==> src/rtl/matrix_pkg.sv <==
// Shared definitions for the 5x5 matrix load/store paths.
// Holds the matrix geometry, the result-writer state encoding and a flat-bus word extractor.
// No logic here; the constants and the enum are consumed by the writer and its neighbours.
package matrix_pkg;

  localparam int N           = 5;
  localparam int DATA_W      = 32;
  localparam int NWORDS      = N * N;
  localparam int CSUM_OFFSET = NWORDS;

  typedef enum logic [1:0] {
    IDLE  = 2'd0,
    WRITE = 2'd1,
    CSUM  = 2'd2,
    DONE  = 2'd3
  } wr_state_t;

  // Word k of a row-major flattened matrix; element (1,1) sits in the low bits.
  function automatic logic [DATA_W-1:0] flat_word(input logic [NWORDS*DATA_W-1:0] flat,
                                                   input int unsigned k);
    return flat[k*DATA_W +: DATA_W];
  endfunction

endpackage

==> src/rtl/matrix_result_writer.sv <==
// Captures a 5x5 inverse on start and writes it row-major plus a checksum word to the result RAM.
// Latency: first word one cycle after start, done 27 cycles after start with no stalls; singular done in 1.
// Backpressure: wr_ready low holds wr_addr/wr_data stable and adds one cycle per stalled cycle.
module matrix_result_writer #(
  parameter int DATA_W    = 32,
  parameter int N         = 5,
  parameter int ADDR_W    = 5,
  parameter int BASE_ADDR = 0
) (
  input  logic                  clk,
  input  logic                  reset,
  input  logic                  start,
  input  logic                  singular,
  input  logic [N*N*DATA_W-1:0] mat_flat,
  output logic                  wr_en,
  output logic [ADDR_W-1:0]     wr_addr,
  output logic [DATA_W-1:0]     wr_data,
  input  logic                  wr_ready,
  output logic                  busy,
  output logic                  done,
  output logic                  error
);

  import matrix_pkg::*;

  localparam int NW       = N * N;
  localparam int IDX_W    = $clog2(NW);
  localparam int CSUM_OFF = NW;

  localparam logic [ADDR_W-1:0] BASE      = ADDR_W'(BASE_ADDR);
  localparam logic [ADDR_W-1:0] CSUM_ADDR = ADDR_W'(BASE_ADDR + CSUM_OFF);
  localparam logic [IDX_W-1:0]  LAST_IDX  = IDX_W'(NW - 1);

  wr_state_t         state_q, state_d;
  logic [DATA_W-1:0] buf_q [NW];
  logic              cap_en;
  logic [IDX_W-1:0]  idx_q, idx_d, idx_inc;
  logic [DATA_W-1:0] csum_q, csum_d, csum_add;
  logic              sing_q, sing_d;

  logic              wr_en_d;
  logic [ADDR_W-1:0] wr_addr_d;
  logic [DATA_W-1:0] wr_data_d;
  logic              busy_d, done_d, error_d;
  logic              xfer;

  assign xfer     = wr_en && wr_ready;
  assign idx_inc  = idx_q + 1'b1;
  assign csum_add = csum_q + buf_q[idx_q];

  // Next state, datapath and next registered outputs; the write port presents the next word one edge ahead.
  always_comb begin
    state_d   = state_q;
    idx_d     = idx_q;
    csum_d    = csum_q;
    sing_d    = sing_q;
    cap_en    = 1'b0;
    wr_en_d   = wr_en;
    wr_addr_d = wr_addr;
    wr_data_d = wr_data;
    done_d    = 1'b0;
    error_d   = 1'b0;

    case (state_q)
      IDLE: begin
        if (start) begin
          cap_en = 1'b1;
          idx_d  = '0;
          csum_d = '0;
          sing_d = singular;
          if (singular) begin
            state_d = DONE;
            done_d  = 1'b1;
            error_d = 1'b1;
          end else begin
            state_d   = WRITE;
            wr_en_d   = 1'b1;
            wr_addr_d = BASE;
            wr_data_d = flat_word(mat_flat, 0);
          end
        end
      end

      WRITE: begin
        if (xfer) begin
          csum_d = csum_add;
          if (idx_q == LAST_IDX) begin
            state_d   = CSUM;
            wr_addr_d = CSUM_ADDR;
            wr_data_d = csum_add;
          end else begin
            idx_d     = idx_inc;
            wr_addr_d = BASE + ADDR_W'(idx_inc);
            wr_data_d = buf_q[idx_inc];
          end
        end
      end

      CSUM: begin
        if (xfer) begin
          state_d   = DONE;
          wr_en_d   = 1'b0;
          wr_addr_d = '0;
          wr_data_d = '0;
          done_d    = 1'b1;
          error_d   = sing_q;
        end
      end

      DONE: begin
        state_d = IDLE;
      end

      default: begin
        state_d = IDLE;
        wr_en_d = 1'b0;
      end
    endcase

    busy_d = (state_d != IDLE);
  end

  // State, index, accumulator and all outputs are registered; reset abandons any write in flight.
  always_ff @(posedge clk or negedge reset) begin
    if (!reset) begin
      state_q <= IDLE;
      idx_q   <= '0;
      csum_q  <= '0;
      sing_q  <= 1'b0;
      wr_en   <= 1'b0;
      wr_addr <= '0;
      wr_data <= '0;
      busy    <= 1'b0;
      done    <= 1'b0;
      error   <= 1'b0;
    end else begin
      state_q <= state_d;
      idx_q   <= idx_d;
      csum_q  <= csum_d;
      sing_q  <= sing_d;
      wr_en   <= wr_en_d;
      wr_addr <= wr_addr_d;
      wr_data <= wr_data_d;
      busy    <= busy_d;
      done    <= done_d;
      error   <= error_d;
    end
  end

  // Capture buffer; only loaded by an accepted start, so contents need no reset.
  always_ff @(posedge clk) begin
    if (cap_en) begin
      for (int k = 0; k < NW; k++) begin
        buf_q[k] <= flat_word(mat_flat, k);
      end
    end
  end

endmodule
==> config.mk <==
export PLATFORM = sky130hd
export DESIGN_NAME = matrix_result_writer
export DESIGN_NICKNAME = d
export VERILOG_FILES = /design/src/rtl/matrix_pkg.sv /design/src/rtl/matrix_result_writer.sv
export SDC_FILE = /design/constraint.sdc
export NUM_CORES = 2
export LEC_CHECK = 0
export CORE_AREA = 2 2 332 334
export DETAILED_ROUTE_END_ITERATION = 10
export DIE_AREA = 0 0 334 336
export HOLD_SLACK_MARGIN = 0.15
export PLACE_DENSITY_LB_ADDON = 0.25
export SKIP_LAST_GASP = 1
export SYNTH_ARGS = -nofsm -noshare
export SYNTH_HDL_FRONTEND = slang
export SYNTH_SLANG_ARGS = --single-unit
==> constraint.sdc <==
create_clock -name clk -period 31.9 [get_ports clk]
set_input_delay 4.785 -clock clk [delete_from_list [all_inputs] [get_ports clk]]
set_output_delay 4.785 -clock clk [all_outputs]
set_load 0.05 [all_outputs]
# Word level (Yosys, flattened, before mapping)
# Memory sizes are Yosys's and may differ from the RTL's.
# Cells that the tools add are included.
# op_classes
mux	39
reduce_logical	11
addsub	2
eq_ne	9
# op_table
operator	count
two-way mux 32 bit	7
one-hot mux 32 bit (3 select lines)	1
one-hot mux 32 bit (2 select lines)	1
two-way mux 5 bit	8
adder 32 bit	1
one-hot mux 5 bit (3 select lines)	1
two-way mux 1 bit	11
two-way mux 2 bit	5
inequality test 2 bit (second input constant)	5
one-hot mux 5 bit (2 select lines)	1
one-hot mux 2 bit (4 select lines)	1
AND reduction 4 bit	2
one-hot mux 1 bit (2 select lines)	3
nonzero test 2 bit	3
adder 5 x 1 -> 5 bit (second input constant)	1
== test 5 bit (second input constant)	1
AND reduction 5 bit	1
== test 2 bit (second input constant)	2
AND reduction 3 bit	1
nonzero test 3 bit	1
== test 2 x 1 -> 1 bit (second input constant)	1
zero test 2 bit	1
AND reduction 2 bit	1
logical AND 1 bit	1
# word_totals
inputBits	805
register_bits	81
elab_cells	72
ramBits	800
output_inout_bits	41
memories	1
# memory_table
name	words	width	rd	rd_clocked_by_memory_dff	wr	line	text
buf_q	25	32	2	0	25	matrix_result_writer.sv:35	logic [DATA_W-1:0] buf_q [NW];

# Logic depth before layout (Yosys ltp)
# logic_depth
word_depth	5
ltp_mapped	19
ltp_nobuf	15

# Worst setup path after synthesis
# Ideal clock, no wire load.
# synth_timing
path_type	input to register
startpoint	input start
endpoint	register idx_q[3]
stages	5
t_arrival_ns	24.501
path_buffers	0
required_ns	31.810
setup_slack_ns	7.309
setup_ns	0.090
path_cell_list	nand2_1 -> inv_1 -> o21ai_1 -> or3_1 -> o22ai_1
# synth_via
elab_chain_cells	2
# synth_lines
element	line	text
from (decl)	matrix_result_writer.sv:12	input logic start,
inequality test 2 bit (no source line)	n/a	
AND reduction 4 bit (no source line)	n/a	
to (signal assigned)	matrix_result_writer.sv:138	idx_q <= idx_d;
to (decl)	matrix_result_writer.sv:37	logic [IDX_W-1:0] idx_q, idx_d, idx_inc;
# No other way between the ends.
# A chain may end at the register's enable or synchronous reset.

==> summary.txt <==
run status: finished, final reports clean
maximum vdd ir drop: 36.5 µV
PortBufs: 845
Post-synth EDFFs: 800
cells after synthesis: 2497
PwrDens: 46.1 nW/µm²
Core ar.: 108000 µm²
antenna-violating nets left: 0
WP data required: 32210 ps
Die X: 334 µm
Synth area leaders: edfxtp_1, mux4_2, dfrtp_1
syn nets: 3340
Setup Buffers After CTS: 0
total negative slack: 0 ps
TritonRoute pass-1 iters: 6
register bit total from synthesis: 881
Yosys Warn Count: 0
Mapped Area: 42100 µm²
first-pass GRT wire length: 207 mm
CP Capture Type: register
share of the synthesized area in the top cell type: 0.571
Clock Latency Late Sink: 700 ps
via total after detailed routing: 28300
Die Y: 336 µm
Fin. Hold Viols: 0
minimum clock period: 9560 ps
headroom to the max-slew limit: 0.138
f_max: 105 MHz
average cell area after synthesis: 16.9 µm²
share of cells above drive strength 1: 0.194
GRT Total Usage: 0.262
CTS tree: done
Initial DRC Count: 2906
largest net degree at the start of global routing: 178
CTS Sinks: 881
vias in the first global route: 28800
via/cell ratio: 5.84
final setup vio count: 0
Main synth FF type: edfxtp_1
Slew Limit Fails: 0
Final Non-Filler Cells: 4843
hold_buf cts: 0
fin crit share: 0.300
sequential area share after synthesis: 0.619
dpl hpwl: 108 mm
WP data arrival: 9870 ps
GRT overflow: 0
number of max-cap violations: 0
Final #Nets: 4156
Synth area leader: edfxtp_1
Area growth syn-to-layout: 31.7%
number of cells after detailed placement: 4624
initial antenna violation count: 39
Reg clk slew, reported paths: 60 ps
CTS root buf: clkbuf_16
DR WL/cell: 30.7 µm
Hold Crit Class: register to register
final RePlAce weighted congestion: 0.878
DR DRC count: 0
Leak: 18.1 nW
row cnt: 121
boundary pin count: 846
critical-path maximum fanout: 110
H-tree lvl count: 3
final hold slack: 485 ps
CP startpoint kind: input port
Die ar.: 112000 µm²
WL final: 149 mm
measured slew at the worst slew-check pin: 1280 ps
Clock Skews: 26.8 ps
clk buf depth: 3
RSZ-0062 raised after global routing: no
Initial Utilization: 0.388
critical path class: input port to register
Netlist cell types: 75
cts repair resizes: 0
Num CTS Buffers: 101
FFs w/ async S/R, synth: 0.0919
[layout by cell type (no fill, tap or decap), drive strengths merged, types with 24 or more instances in the layout]
| master | count |
|---|---|
| clkdlybuf4s50 | 844 |
| edfxtp | 800 |
| mux4 | 415 |
| nand2 | 300 |
| a21oi | 171 |
| clkbuf | 121 |
| o21ai | 100 |
| nor2 | 83 |
| dfrtp | 81 |
| buf | 49 |
| clkinv | 46 |
| ha | 37 |
| diode | 31 |
| nor3b | 24 |
[synthesized netlist by cell type, drive strengths merged, types with 6 or more instances]
| cell | count |
|---|---|
| and3 | 6 |
| inv | 16 |
| dfrtp | 81 |
| nand4 | 10 |
| o21ai | 100 |
| o41ai | 7 |
| nand2 | 300 |
| clkbuf | 84 |
| a22o | 20 |
| nor4 | 9 |
| a31oi | 7 |
| a21o | 16 |
| mux2i | 15 |
| nor3 | 23 |
| a311oi | 23 |
| nor2 | 83 |
| edfxtp | 800 |
| xor2 | 12 |
| nor3b | 24 |
| buf | 96 |
| a211oi | 20 |
| a21oi | 171 |
| o31ai | 11 |
| mux4 | 415 |
| xnor2 | 22 |
| o211ai | 7 |
| ha | 37 |
| nand3 | 10 |
| o32ai | 10 |
[worst paths after layout]
| check | slack, ps | to | start | cells past startpoint |
|---|---|---|---|---|
| hold reg to reg | 490 | wr_addr[0] | wr_addr[0] | 2 |
| setup / recovery | 22340 | buf_q[5][28] | start | 7 |
| max in group asynchronous | 26580 | idx_q[3] | reset | 2 |
| min in group asynchronous | 4000 | wr_data[26] | reset | 1 |
| hold / removal | 490 | wr_addr[0] | wr_addr[0] | 2 |
| setup reg to reg | 25020 | wr_data[31] | idx_q[0] | 16 |
[cells by family (layout without fill, tap and decap cells)]
group                    after synthesis  count (layout)  synth area share
AO/OA/AOI/OAI                        430             430            0.0656
XOR/XNOR                              34              34           0.00743
adder cells (fa/ha/maj)               38              38            0.0115
buffers and inverters                198            1099            0.0209
flip-flops                           881             881             0.619
multiplexers                         432             432             0.226
other                                  0              31                 0
AND/OR/NAND/NOR                      484             484            0.0492
[registers in the layout, summed over array words and instances (netlist names), 2 cells and up]
register  cells
wr_addr       5
csum_q       32
wr_data      32
buf_q       800
state_q       2
idx_q         5
[power by group]
part,internal (mW),leakage [nW],switching (mW),total (mW)
sequential,1.26,8.18,0.000917,1.26
clock,0.676,1.60,0.490,1.17
combinational,0.0895,8.35,0.0371,0.127
[worst max-delay path, cell delays in order]
cell             delay, ps
clkdlybuf4s50_1        570
nand2_1                170
inv_8                  590
buf_4                  780
buf_4                  850
buf_4                  920
buf_4                  970
[per-stage QoR]
| stage | setup WS [ps] | cell area, µm² | util | total power, mW |
|---|---|---|---|---|
| global placement | 21700 | 52000 | 0.480 | 1.41 |
| global route | 22040 | 55400 | 0.511 | 2.62 |
| detailed placement | 21640 | 52000 | 0.480 | 1.41 |
| finish | 22340 | 55400 | 0.511 | 2.55 |
| CTS | 22400 | 55400 | 0.511 | 2.58 |
| floorplan | 7310 | 42100 | - | 1.29 |
[routing by layer]
| layer | part of all wire | GRT usage | wire length, µm | up-vias |
|---|---|---|---|---|
| li1 | - | - | - | 12000 |
| met1 | 0.39 | 0.348 | 58700 | 14600 |
| met2 | 0.48 | 0.421 | 71700 | 1438 |
| met3 | 0.091 | 0.0652 | 13500 | 242 |
| met4 | 0.033 | 0.0894 | 4860 | 10 |
| met5 | 0.00048 | 0 | 72 | - |
[cell type report]
type,instances,area [µm²]
Clock inverter,67,682
Tap cell,1414,1770
Fill cell,9041,53000
Inverter,18,80.1
Antenna cell,31,77.6
Multi-Input combinational cell,1418,15200
Sequential cell,881,26100
Timing Repair Buffer,893,8850
Clock buffer,121,2650
(Power assumes the default switching activity.)
